==> config.mk <==
export PLATFORM = sky130hd
export DESIGN_NAME = id_stage_gen
export DESIGN_NICKNAME = d
export VERILOG_FILES = /design/src/rtl/id_pkg.sv /design/src/rtl/id_fwd_sel.sv /design/src/rtl/id_stage_gen.sv
export SDC_FILE = /design/constraint.sdc
export NUM_CORES = 1
export LEC_CHECK = 0
export ABC_AREA = 1
export BUFFER_PORTS_ARGS = -buffer_cell sky130_fd_sc_hd__buf_2
export CAP_MARGIN = 20
export CORE_AREA = 4 4 151 153
export DETAILED_ROUTE_END_ITERATION = 12
export DIE_AREA = 0 0 155 157
export GPL_ROUTABILITY_DRIVEN = 0
export GPL_TIMING_DRIVEN = 0
export SETUP_SLACK_MARGIN = 0.05
export SLEW_MARGIN = 20
export SYNTH_ARGS = -nofsm -noshare
export SYNTH_HDL_FRONTEND = slang
export SYNTH_SLANG_ARGS = --single-unit
==> constraint.sdc <==
create_clock -name clk -period 1.8 [get_ports clk]
set_input_delay 0.18 -clock clk [delete_from_list [all_inputs] [get_ports clk]]
set_output_delay 0.18 -clock clk [all_outputs]
set_load 0.02 [all_outputs]
==> src/rtl/id_pkg.sv <==
// rtl/id_pkg.sv - shared definitions for the decode stage
//
// Purpose : FSM state encoding, NOP constant, register-field positions and
//           small field-extraction helpers used by id_stage_gen.
// Ports   : none (package).
package id_pkg;

    typedef enum logic {
        ST_RUN   = 1'b0,
        ST_STALL = 1'b1
    } id_state_e;

    localparam logic [31:0] NOP_INST = 32'h0000_0000;

    localparam int REG_AW = 5;   // register address width
    localparam int RS_LSB = 21;  // rs occupies inst[25:21]
    localparam int RT_LSB = 16;  // rt occupies inst[20:16]
    localparam int CNT_W  = 3;   // holds LOAD_LAT-1 for LOAD_LAT up to 7

    function automatic logic [REG_AW-1:0] rs_of(input logic [31:0] inst);
        return inst[RS_LSB +: REG_AW];
    endfunction

    function automatic logic [REG_AW-1:0] rt_of(input logic [31:0] inst);
        return inst[RT_LSB +: REG_AW];
    endfunction

endpackage

==> src/rtl/id_fwd_sel.sv <==
// rtl/id_fwd_sel.sv - priority operand mux for one source register
//
// Purpose : selects an operand value: $0 reads as zero, otherwise the
//           lowest-indexed valid forwarding channel whose destination
//           matches wins, otherwise the register-file value is used.
// Ports   : addr       - source register address
//           fwd_valid  - per-channel valid (index 0 = nearest stage)
//           fwd_dest   - packed per-channel destination addresses
//           fwd_data   - packed per-channel result data
//           rf_data    - register-file read data for addr
//           data       - selected operand
module id_fwd_sel
    import id_pkg::*;
#(
    parameter int XLEN = 32,
    parameter int NFWD = 3
) (
    input  logic [REG_AW-1:0]      addr,
    input  logic [NFWD-1:0]        fwd_valid,
    input  logic [REG_AW*NFWD-1:0] fwd_dest,
    input  logic [XLEN*NFWD-1:0]   fwd_data,
    input  logic [XLEN-1:0]        rf_data,
    output logic [XLEN-1:0]        data
);

    always_comb begin
        data = rf_data;
        // Walk from the farthest channel to the nearest so the lowest
        // matching index is the last assignment and therefore wins.
        for (int i = NFWD - 1; i >= 0; i--) begin
            if (fwd_valid[i] && (fwd_dest[i*REG_AW +: REG_AW] == addr)) begin
                data = fwd_data[i*XLEN +: XLEN];
            end
        end
        // $0 is hardwired zero no matter what a stage claims to write.
        if (addr == '0) begin
            data = '0;
        end
    end

endmodule

==> src/rtl/id_stage_gen.sv <==
// rtl/id_stage_gen.sv - decode stage: IF/ID register, forwarding, load-use stall
//
// Purpose : holds one instruction, reads/forwards its two source operands,
//           stalls LOAD_LAT cycles on a load-use hazard, honours flush and
//           downstream backpressure.
// Config  : define ID_BRANCH_COMPARE_EN to build the operand equality
//           comparator driving id_br_eq; otherwise id_br_eq is tied low.
// Ports   : clk, rst (async, active-low)
//           if_valid/if_inst/if_pc4 -> id_ready      : fetch handshake
//           id_valid/id_inst/id_pc4 -> ex_ready      : execute handshake
//           flush                                    : redirect kill
//           rf_raddr_a/b, rf_rdata_a/b               : register file reads
//           fwd_valid/fwd_dest/fwd_data              : forwarding channels
//           ex_is_load, ex_dest                      : load in execute
//           id_opa, id_opb, id_stall, id_br_eq       : decode results
module id_stage_gen
    import id_pkg::*;
#(
    parameter int XLEN     = 32,
    parameter int NFWD     = 3,
    parameter int LOAD_LAT = 1
) (
    input  logic                   clk,
    input  logic                   rst,
    input  logic                   if_valid,
    input  logic [31:0]            if_inst,
    input  logic [XLEN-1:0]        if_pc4,
    output logic                   id_ready,
    input  logic                   ex_ready,
    output logic                   id_valid,
    output logic [31:0]            id_inst,
    output logic [XLEN-1:0]        id_pc4,
    input  logic                   flush,
    output logic [REG_AW-1:0]      rf_raddr_a,
    output logic [REG_AW-1:0]      rf_raddr_b,
    input  logic [XLEN-1:0]        rf_rdata_a,
    input  logic [XLEN-1:0]        rf_rdata_b,
    input  logic [NFWD-1:0]        fwd_valid,
    input  logic [REG_AW*NFWD-1:0] fwd_dest,
    input  logic [XLEN*NFWD-1:0]   fwd_data,
    input  logic                   ex_is_load,
    input  logic [REG_AW-1:0]      ex_dest,
    output logic [XLEN-1:0]        id_opa,
    output logic [XLEN-1:0]        id_opb,
    output logic                   id_stall,
    output logic                   id_br_eq
);

    logic              valid_q;
    logic [31:0]       inst_q;
    logic [XLEN-1:0]   pc4_q;
    logic              rdy_q;     // low through reset and the release cycle
    logic              served_q;  // current instruction already paid its load-use stall
    id_state_e         state_q, state_d;
    logic [CNT_W-1:0]  cnt_q, cnt_d;

    logic [REG_AW-1:0] rs, rt;
    logic              load_use;

    assign rs         = rs_of(inst_q);
    assign rt         = rt_of(inst_q);
    assign rf_raddr_a = rs;
    assign rf_raddr_b = rt;
    assign id_inst    = inst_q;
    assign id_pc4     = pc4_q;

    // The served flag blocks a second detection against the same load when
    // the stall ends while execute still presents it.
    assign load_use = (state_q == ST_RUN) && valid_q && !served_q &&
                      (inst_q != NOP_INST) && ex_is_load &&
                      (ex_dest != '0) && ((ex_dest == rs) || (ex_dest == rt));

    // FSM state register
    always_ff @(posedge clk or negedge rst) begin
        if (!rst) begin
            state_q <= ST_RUN;
            cnt_q   <= '0;
        end else begin
            state_q <= state_d;
            cnt_q   <= cnt_d;
        end
    end

    // FSM next state. The detection cycle is itself the first stall cycle,
    // so STALL covers the remaining LOAD_LAT-1 cycles; LOAD_LAT=1 never
    // leaves RUN.
    always_comb begin
        state_d = state_q;
        cnt_d   = cnt_q;
        case (state_q)
            ST_RUN: begin
                if (load_use && (LOAD_LAT > 1)) begin
                    state_d = ST_STALL;
                    cnt_d   = CNT_W'(LOAD_LAT - 1);
                end
            end
            ST_STALL: begin
                cnt_d = cnt_q - 1'b1;
                if (cnt_d == '0) begin
                    state_d = ST_RUN;
                end
            end
            default: begin
                state_d = ST_RUN;
                cnt_d   = '0;
            end
        endcase
        if (flush) begin
            state_d = ST_RUN;
            cnt_d   = '0;
        end
    end

    // FSM outputs and handshake
    always_comb begin
        id_stall = load_use || (state_q == ST_STALL);
        id_valid = valid_q && !id_stall;
        id_ready = rdy_q && !id_stall && (!valid_q || ex_ready);
    end

    // IF/ID register
    always_ff @(posedge clk or negedge rst) begin
        if (!rst) begin
            valid_q  <= 1'b0;
            inst_q   <= '0;
            pc4_q    <= '0;
            rdy_q    <= 1'b0;
            served_q <= 1'b0;
        end else begin
            rdy_q <= 1'b1;
            if (flush) begin
                valid_q  <= 1'b0;
                served_q <= 1'b0;
            end else if (id_ready) begin
                valid_q  <= if_valid;
                inst_q   <= if_inst;
                pc4_q    <= if_pc4;
                served_q <= 1'b0;
            end else if (load_use) begin
                served_q <= 1'b1;
            end
        end
    end

    id_fwd_sel #(.XLEN(XLEN), .NFWD(NFWD)) u_sel_a (
        .addr      (rs),
        .fwd_valid (fwd_valid),
        .fwd_dest  (fwd_dest),
        .fwd_data  (fwd_data),
        .rf_data   (rf_rdata_a),
        .data      (id_opa)
    );

    id_fwd_sel #(.XLEN(XLEN), .NFWD(NFWD)) u_sel_b (
        .addr      (rt),
        .fwd_valid (fwd_valid),
        .fwd_dest  (fwd_dest),
        .fwd_data  (fwd_data),
        .rf_data   (rf_rdata_b),
        .data      (id_opb)
    );

`ifdef ID_BRANCH_COMPARE_EN
    assign id_br_eq = valid_q && !id_stall && (id_opa == id_opb);
`else
    assign id_br_eq = 1'b0;
`endif

endmodule

==> qor.yml <==
outcome:
  status: "finished, violations left"
  violations: "setup timing"
synthesis:
  async_flop_share_pct: 100
  synth-edff-count: 0
  syn_avg_cell_area_um2: 5.79
  synth-seq-cells: 71
  syn_inst: 1224
  syn_area_um2: 7080
  yosysUniqueCellTypes: 30
  synth_nets: 1479
  synth_warnings: 0
  yosysSeqAreaShare_pct: 25.1
  ys.flop_type: "dfrtp_1"
route:
  post_drt_wl_per_cell_um: 19.5
  dr.pass1.iters: 6
  vias_per_cell: 5.38
  drc: 0
  vias: 10900
  ant_nets: 0
  first_iter_violations: 803
  wl_mm: 39.6
cells_and_area:
  final_area_um2: 13300
  layout_common_cells: "342 x buf_2, 186 x nand2_1, 145 x nor2_1"
  drive_gt1_share_pct: 56.9
  layoutNonFillerInstCount: 2028
  final_util_pct: 61.5
  final_nets: 1989
  synthToLayoutAreaGrowth_pct: 87.2
  mostFrequentLayoutCell: "buf_2"
power:
  powerDensity_nw_per_um2: 667
  peakVddDrop_uv: 537
  p_sw_mw: 3.80
  internal_power_mw: 5.04
  pwr-share-comb_pct: 56.7
  power.share.sequential_pct: 22.9
  clkPwrFrac_pct: 20.4
  p_leak_nw: 7.47
  p_sw_share_pct: 43.0
critical_path:
  r2r_slack_ps: -400
  crit_type: "reg2out"
  worstPathMaxFanout: 5
  critPathArrivalTime_ps: 2250
  r2r_cells: 15
  cp-end-kind: "output port"
  worst_setup_path_start_kind: "flop"
  r2r_start: "id_inst[21]"
  worstPathRequired_ps: 1620
  r2r-end: "id_inst[28]"
clocking:
  insertion_delay_ps: 340
  htree_num_levels: 3
  cts_buffers: 9
  cts_tree: "yes"
  cts.reportedPaths.clkPinSlew_ps: 60
  cts_buffer_depth: 2
  clkSinkCount: 71
  clockRootBuffer: "clkbuf_16"
global_route:
  globalRoute.totalOverflow: 0
  grt_pass1_vias: 10100
  grt_pass1_wl_mm: 55.2
  grt_max_degree: 39
  grtUsageTotal_pct: 28.4
  antenna_found_initial: 11
job:
  maxCapViolations: 0
die:
  die_w_um: 155
  dieArea_um2: 24300
  die-height_um: 157
  start_util_pct: 32.9
  core_um2: 21600
  rows: 54
  pin_count: 395
sta:
  tns_ps: -55670
  final_hold_viol_count: 0
  maxSlewViolCount: 0
  setup_viol: 132
  rsz0062_at_grt: "true"
  max_freq_mhz: 412
  fin_worst_skew_ps: 12.4
  min_period_ps: 2430
  worst_pin_slew_ps: 503
  fin_ws_ps: -626
  finalCritPeriodShare_pct: 135
  relSlewSlack_pct: 66.5
min_path:
  min_path_type: "in2reg"
  min_to: "id_pc4[18]"
  min_path_cells: 3
  min_from: "if_pc4[18]"
placement:
  portBuffers: 393
  hpwlAfterDp_mm: 27.4
  placed_cells_incl_taps: 1898
  pre_cts_ws_ps: -559
  dpl-instance-area_um2: 9520
[worst max-delay path, cell delays in order, from the launching register on]
cell and delay (ps):
dfrtp_2 480, xnor2_2 200, nand3_2 110, nor2_4 250, nand2_4 120, buf_12 160, buf_8 130, nand2_2 50
nand3_2 90, nand3_2 80, nand2_2 50, inv_2 70, buf_6 110
[cell usage after synthesis (5+ instances only)]
cell type | count | area (µm²)
buf_4 | 13 | 97.6
nand4_1 | 131 | 820
inv_2 | 7 | 26.3
nand2_1 | 304 | 1140
o21ai_0 | 8 | 40.0
xnor2_1 | 5 | 43.8
o22ai_1 | 8 | 50.1
nor2_2 | 5 | 31.3
buf_2 | 36 | 180
clkbuf_1 | 43 | 161
nor2_1 | 163 | 612
xor2_1 | 7 | 61.3
a21oi_1 | 6 | 30.0
nand3_1 | 201 | 1010
buf_6 | 7 | 78.8
dfrtp_1 | 71 | 1780
inv_1 | 185 | 694
[flip-flops by register name, summed over array words and instances (netlist names)]
signal    cells
id_inst      32
rdy_q         1
served_q      1
state_q       1
valid_q       1
id_pc4       32
cnt_q         3
[metal layers]
| layer | global-route usage, % | share of wire [%] | vias up |
|---|---|---|---|
| li1 | - | - | 4954 |
| met1 | 33.8 | 35 | 5060 |
| met2 | 48.1 | 49 | 699 |
| met3 | 6.79 | 10 | 191 |
| met4 | 14.2 | 5.6 | 6 |
| met5 | 0 | 0.13 | - |
[worst max path at each step]
stage / startpoint / to / slack [ps]
floorplan: id_inst[18] / id_valid / -90
global placement: id_inst[23] / id_opa[5] / -560
detailed placement: id_inst[23] / id_opa[23] / -560
CTS: id_inst[21] / id_opa[8] / -530
global route: id_inst[25] / id_opa[8] / -710
finish: id_inst[25] / id_opa[8] / -630
[power groups by stage]
stage / Sequential, mW / Clock, mW / Combinational (mW)
CTS: 2.00 / 1.83 / 4.45
global placement: 2.03 / 0 / 3.50
finish: 2.02 / 1.81 / 5.01
detailed placement: 2.03 / 0 / 3.52
floorplan: 2.26 / 0 / 1.90
global route: 2.05 / 1.89 / 5.33
[layout make-up]
type                    instances  area [µm²]
well taps                     280         350
clock buffers                  12         246
multi-input cells             860        5470
flip-flops and latches         71        1790
fillers                      1926        8290
clock inverters                 4        53.8
inverters                     192         741
repair buffers                504        3700
diodes                          9        22.5
plain buffers                  96         896
[metrics by stage]
step	hold slack [ps]	total power, mW
3_3_place_gp	425	5.53
6_report	90.2	8.84
5_1_grt	90.9	9.27
4_1_cts	78.6	8.29
3_5_place_dp	161	5.55
2_1_floorplan	-116	4.16
[timing repair]
| item | CTS | global route |
|---|---|---|
| resized for setup | 358 | 296 |
| buffers inserted | 65 | 22 |
| gates cloned | 16 | 11 |
| endpoints found under the setup margin | 132 | 133 |
| pin swaps | 55 | 120 |
| hold buffers | 1 | 0 |
| hold endpoints to repair | 33 | 0 |
[logic make-up (layout without fill, tap and decap cells)]
logic type | count (synthesis) | count (layout) | synth area share, %
compound gates | 33 | 33 | 3.00
simple gates | 809 | 811 | 51.6
flops | 71 | 71 | 25.1
xor+xnor | 12 | 12 | 1.48
fa+ha+maj | 2 | 2 | 0.353
other cells | 2 | 11 | 0.106
buf+inv | 295 | 808 | 18.3
Note: power is estimated with default switching activity, not from simulation.
